<file path="src/rtl/player_sprite_if.sv">
// CPU register bus for the player sprite: one-cycle write strobe with
// select/data, plus the registered read-back byte.
interface player_sprite_if;
    logic       write_enable;
    logic [2:0] reg_sel;
    logic [7:0] data_in;
    logic [7:0] data_out;

    // CPU side drives the writes and samples the read-back byte.
    modport master (
        output write_enable,
        output reg_sel,
        output data_in,
        input  data_out
    );

    // Sprite side decodes the writes and returns the collision byte.
    modport slave (
        input  write_enable,
        input  reg_sel,
        input  data_in,
        output data_out
    );
endinterface

</file>
<file path="src/rtl/player_sprite.sv">
// Atari-style player object: one 8-bit graphic drawn once per scanline at a
// programmable x position, with reflect, 3 horizontal scales and a sticky
// player/playfield collision flag readable over the CPU bus.
module player_sprite #(
    parameter int XPOS_W  = 10,
    parameter int COLOR_W = 7
) (
    input  logic               raw_clk,
    input  logic               reset,
    player_sprite_if.slave     bus,
    input  logic               pixel_strobe,
    input  logic [XPOS_W-1:0]  hpos,
    input  logic               in_image,
    input  logic               playfield_fg,
    output logic               pixel_on,
    output logic [COLOR_W-1:0] pixel_color,
    output logic               collision
);

    typedef enum logic {IDLE, DRAW} state_t;

    // CPU-visible registers
    logic [7:0]         graphic;
    logic [XPOS_W-1:0]  x_pos;
    logic [COLOR_W-1:0] color;
    logic               reflect;
    logic [1:0]         size;

    // Per-line copies captured when a draw starts
    state_t     state;
    logic [7:0] shadow;
    logic       sh_reflect;
    logic [3:0] sh_last;
    logic [2:0] bit_idx;
    logic [3:0] sub_cnt;

    logic       sub_wrap;
    logic       line_done;
    logic [2:0] nxt_idx;
    logic       draw_bit;
    logic       start_bit;
    logic       clear_wr;

    // Last sub-pixel index of one graphic bit: W-1 for W = 4, 8, 16.
    function automatic logic [3:0] scale_last(input logic [1:0] s);
        unique case (s)
            2'b00:   return 4'd3;
            2'b01:   return 4'd7;
            default: return 4'd15;
        endcase
    endfunction

    assign clear_wr = bus.write_enable && (bus.reg_sel == 3'd5);

    // Decode CPU register writes; select 5 is handled with the collision flag.
    // NOTE: every register here is a flip-flop (no RAM), so the async reset
    // clears all of them, including the shadow graphic below.
    always_ff @(posedge raw_clk or negedge reset) begin
        if (!reset) begin
            graphic <= '0;
            x_pos   <= '0;
            color   <= '0;
            reflect <= 1'b0;
            size    <= '0;
        end else if (bus.write_enable) begin
            // NOTE: sequential state always uses non-blocking assignments so
            // every register samples pre-edge values regardless of order.
            unique case (bus.reg_sel)
                3'd0: graphic           <= bus.data_in;
                3'd1: x_pos[7:0]        <= bus.data_in;
                3'd2: x_pos[XPOS_W-1:8] <= bus.data_in[XPOS_W-9:0];
                3'd3: color             <= COLOR_W'(bus.data_in[7:1]);
                3'd4: begin
                    reflect <= bus.data_in[0];
                    size    <= bus.data_in[2:1];
                end
                default: ;
            endcase
        end
    end

    // Next graphic bit to show: advance the bit index when the scale counter wraps.
    always_comb begin
        sub_wrap  = (sub_cnt == sh_last);
        line_done = sub_wrap && (bit_idx == 3'd7);
        nxt_idx   = sub_wrap ? bit_idx + 3'd1 : bit_idx;
        draw_bit  = sh_reflect ? shadow[nxt_idx] : shadow[3'd7 - nxt_idx];
        start_bit = reflect ? graphic[0] : graphic[7];
    end

    // Draw FSM with registered pixel outputs; it only moves on pixel strobes.
    always_ff @(posedge raw_clk or negedge reset) begin
        if (!reset) begin
            state       <= IDLE;
            shadow      <= '0;
            sh_reflect  <= 1'b0;
            sh_last     <= '0;
            bit_idx     <= '0;
            sub_cnt     <= '0;
            pixel_on    <= 1'b0;
            pixel_color <= '0;
        end else if (pixel_strobe) begin
            unique case (state)
                IDLE: begin
                    if (in_image && (hpos == x_pos)) begin
                        state       <= DRAW;
                        shadow      <= graphic;
                        sh_reflect  <= reflect;
                        sh_last     <= scale_last(size);
                        bit_idx     <= '0;
                        sub_cnt     <= '0;
                        pixel_on    <= start_bit;
                        pixel_color <= start_bit ? color : '0;
                    end else begin
                        pixel_on    <= 1'b0;
                        pixel_color <= '0;
                    end
                end
                DRAW: begin
                    // Leaving the picture truncates the sprite; it never wraps.
                    if (!in_image || line_done) begin
                        state       <= IDLE;
                        pixel_on    <= 1'b0;
                        pixel_color <= '0;
                    end else begin
                        bit_idx     <= nxt_idx;
                        sub_cnt     <= sub_wrap ? 4'd0 : sub_cnt + 4'd1;
                        pixel_on    <= draw_bit;
                        pixel_color <= draw_bit ? color : '0;
                    end
                end
                default: state <= IDLE;
            endcase
        end
    end

    // Sticky collision flag (set beats clear) and its registered read-back byte.
    always_ff @(posedge raw_clk or negedge reset) begin
        if (!reset) begin
            collision    <= 1'b0;
            bus.data_out <= '0;
        end else begin
            if (pixel_strobe && pixel_on && playfield_fg) begin
                collision <= 1'b1;
            end else if (clear_wr) begin
                collision <= 1'b0;
            end
            bus.data_out <= {7'b0, collision};
        end
    end

endmodule

</file>
<file path="src/flat_wrapper.sv">
// flat-port wrapper written by rule: the top's interface ports become plain ports
module player_sprite_flat 
#(
    parameter int XPOS_W  = 10,
    parameter int COLOR_W = 7
)
  (raw_clk, reset, pixel_strobe, hpos, in_image, playfield_fg, pixel_on, pixel_color, collision, bus_write_enable, bus_reg_sel, bus_data_in, bus_data_out);
  player_sprite_if bus_i ();
  input  logic raw_clk;
  input  logic reset;
  input  logic pixel_strobe;
  input  logic [XPOS_W-1:0] hpos;
  input  logic in_image;
  input  logic playfield_fg;
  output logic pixel_on;
  output logic [COLOR_W-1:0] pixel_color;
  output logic collision;
  input wire logic [$bits(bus_i.write_enable)-1:0] bus_write_enable;
  input wire logic [$bits(bus_i.reg_sel)-1:0] bus_reg_sel;
  input wire logic [$bits(bus_i.data_in)-1:0] bus_data_in;
  output wire logic [$bits(bus_i.data_out)-1:0] bus_data_out;
  assign bus_i.write_enable = bus_write_enable;
  assign bus_i.reg_sel = bus_reg_sel;
  assign bus_i.data_in = bus_data_in;
  assign bus_data_out = bus_i.data_out;
  player_sprite #(.XPOS_W(XPOS_W), .COLOR_W(COLOR_W)) u_core (.raw_clk(raw_clk), .reset(reset), .bus(bus_i), .pixel_strobe(pixel_strobe), .hpos(hpos), .in_image(in_image), .playfield_fg(playfield_fg), .pixel_on(pixel_on), .pixel_color(pixel_color), .collision(collision));
endmodule
</file>
<file path="config.mk">
export PLATFORM = sky130hd
export DESIGN_NAME = player_sprite_flat
export DESIGN_NICKNAME = d
export VERILOG_FILES = /design/src/rtl/player_sprite_if.sv /design/src/rtl/player_sprite.sv /design/src/flat_wrapper.sv
export SDC_FILE = /design/constraint.sdc
export NUM_CORES = 1
export LEC_CHECK = 0
export BUFFER_PORTS_ARGS = -buffer_cell sky130_fd_sc_hd__buf_2
export CORE_UTILIZATION = 30
export DETAILED_ROUTE_END_ITERATION = 7
export PLACE_DENSITY = 0.49
export RECOVER_POWER = 100
export SLEW_MARGIN = 30
export SYNTH_ARGS = -nofsm -noshare
export SYNTH_HDL_FRONTEND = slang
export SYNTH_SLANG_ARGS = --single-unit
export TNS_END_PERCENT = 100
</file>
<file path="constraint.sdc">
create_clock -name raw_clk -period 4 [get_ports raw_clk]
set_clock_uncertainty 0.15 [all_clocks]
set_input_delay 0.2 -clock raw_clk [delete_from_list [all_inputs] [get_ports raw_clk]]
set_output_delay 0.2 -clock raw_clk [all_outputs]
set_load 0.02 [all_outputs]
</file>
==> impl_metrics.toml <==
[run_status]
run_status = "finished, final reports clean"

[layout]
final_core_util = 0.3667
drive_gt1_frac = 0.3165
final_cells = 407
final_nets = 303
mostFrequentLayoutCell = "dfrtp_1"
n_fill_cell = 941
final_cell_mix = "dfrtp_1, mux2_2, buf_2"
areaGrowthSynthToFinish_pct = 18.51
final_area_um2 = 3388
antenna_cells = 0

[placed_design]
gp_congestion = 0.7272
place_area_um2 = 3157
dpl_worst_slack_ns = 1.178
hpwl_um = 4462
numPortBuffers = 36
post-place-cells = 384

[timing]
period_minus_slack_ns = 3.025
fin_ws_ns = 0.9753
slew-limit-headroom = 0.02488
fmax_mhz = 330.6
rsz0062_at_grt = "no"
setup_tns_ns = 0
holdWs_ns = 0.01602
worst_pin_slew_ns = 1.463
hold_violations = 0
finalMaxSlewViolations = 0
finalCritPeriodShare = 0.7562
setup_violations = 0

[routing]
drc = 0
dr_total_vias = 1910
first_iter_violations = 69
routed_wl_um = 6173
viasPerCell = 4.693
wire_per_inst_um = 15.17
antenna_left = 0
first_pass_iters = 4

[pwr]
p_sw_frac = 0.2659
ir_worst_vdd_v = 0.0002532
p_int_mw = 1.090
seq_power_share = 0.484
p_leak_nw = 1.499
p_total_mw = 1.484
pwr-share-comb = 0.156
clock_power_share = 0.360
p_sw_mw = 0.3948
power_density_nw_per_um2 = 438.1

[synthesis]
synth_warnings = 0
ys_seq_area_frac = 0.5077
ys_ff_latch = 58
syn_inst = 226
avgSynthCellArea_um2 = 12.65
synth_edf_count = 0
synth_area_um2 = 2859
yosys.cell_types.count = 41
ys_async_sr_fraction = 1.000
ys.flop_type = "dfrtp_1"

[floorplan]
rows = 35
chipWidth_um = 99.62
fp.coreArea_um2 = 9240
fp.dieArea_um2 = 9924
die_y_um = 99.62
initial_core_util = 0.3094
ioPinCount = 44

[hold_path]
hold_class = "in2reg"
hold_end = "u_core.color[2]"
hp-start = "bus_data_in[3]"
hold_depth = 2

[critical_path]
critPathKind = "reg2reg"
cp-start-kind = "register"
crit_path_end_kind = "register"
crit_arrival_ns = 3.05
cp_data_required_time_ns = 4.02
r2r-start = "u_core.bit_idx[0]"
rr_worst_depth = 6
reg2reg_to = "u_core.pixel_color[5]"
rrSetupSlack_ns = 0.98
critPathMaxFanout = 10

[cts]
clk_path_buf_depth = 2
clkTransAtPathRegs_ns = 0.07
cts_setup_buffers = 0
cts_num_sinks = 58
clock_latency_ns = 0.34
cts-root-buf = "clkbuf_8"
cts_max_level = 3
cts_buffers = 9
cts_tree = "built"
postCtsResizedCells = 0

[global_routing]
track_usage = 0.1352
grt_pass1_vias = 1933
grt_max_degree = 34
antenna_found_initial = 0
grt_overflow = 0
grt_pass1_wl_um = 9942

[flow_run]
drv_cap = 0
Yosys cell counts (2+ instances only):
library cell  count  area share
xor2_1            2      0.0061
a22o_1            2      0.0061
dfrtp_1          58        0.51
a211o_1           2      0.0061
nor3b_1           2      0.0053
buf_2             2      0.0035
or3_1             3      0.0066
a21oi_1           4      0.0070
a32o_1            2      0.0070
nand2_1           3      0.0039
xnor2_1          10       0.031
nand2b_1          2      0.0044
mux2_2           40        0.16
ha_1              3       0.013
o21ai_0           2      0.0035
clkbuf_1          7      0.0092
mux4_2            8       0.063
buf_4             7       0.018
o22ai_1           7       0.015
nand4_1           4      0.0088
nand3_1          14       0.025
nand4b_1          2      0.0061
inv_1            17       0.022
mux2i_1           4       0.014
nor3_1            3      0.0053
final cells by class:
| cell class | count | area (um2) | share of cell area |
|---|---|---|---|
| inverters | 17 | 63.81 | 0.01883 |
| multi-input cells | 141 | 1270 | 0.3748 |
| flip-flops and latches | 58 | 1451 | 0.4284 |
| well taps | 129 | 161.4 | 0.04764 |
| clock buffers | 11 | 141.4 | 0.04173 |
| repair buffers | 46 | 246.5 | 0.07275 |
| clock inverters | 5 | 53.80 | 0.01588 |
what timing repair did:
action	CTS	global route
setup endpoints to repair	0	0
hold endpoints to repair	33	3
hold buffers	5	2
per-layer routing:
metal / routed length [um] / track usage
met4: 77 / 0.04072
met1: 3001 / 0.1784
met2: 2871 / 0.2083
met3: 222 / 0.04849
met5: 0 / 0
cells by family after synthesis:
family / synth area share
flops: 0.5077
xor+xnor: 0.03676
buf+inv: 0.05339
other cells: 0.001312
simple gates: 0.07790
mux: 0.2346
fa+ha+maj: 0.01313
compound gates: 0.07528
power groups by stage:
stage	combinational (mW)	sequential (mW)	clock [mW]
6_report	0.232	0.718	0.534
5_1_grt	0.258	0.728	0.582
4_1_cts	0.237	0.719	0.554
3_5_place_dp	0.232	0.730	0
3_3_place_gp	0.226	0.727	0
2_1_floorplan	0.185	0.706	0
worst max-delay path, stage by stage, from the launching register on:
cell and delay, ns:
dfrtp_1 0.53, ha_1 0.51, mux4_2 0.53, mux2i_1 0.15
a32oi_1 0.08, a41oi_1 0.72, o22ai_1 0.19
sequential cells by signal (all words and copies together), names as in the netlist, 3 cells and up:
register,cells
u_core.x_pos,10
u_core.graphic,8
u_core.shadow,8
u_core.color,7
u_core.pixel_color,7
u_core.sub_cnt,4
u_core.bit_idx,3
u_core.sh_last,3
worst max path at each step:
stage	cells after the start	start	end	slack (ns)
6_report	6	u_core.bit_idx[0]	u_core.pixel_color[5]	0.98
5_1_grt	6	u_core.bit_idx[0]	u_core.pixel_color[5]	0.79
4_1_cts	6	u_core.bit_idx[0]	u_core.pixel_color[5]	1.18
3_5_place_dp	6	u_core.bit_idx[0]	u_core.pixel_color[2]	1.18
3_3_place_gp	6	u_core.bit_idx[0]	u_core.pixel_color[5]	1.26
2_1_floorplan	7	u_core.bit_idx[1]	u_core.pixel_color[0]	1.57
Note: power is estimated with default switching activity, not from simulation.
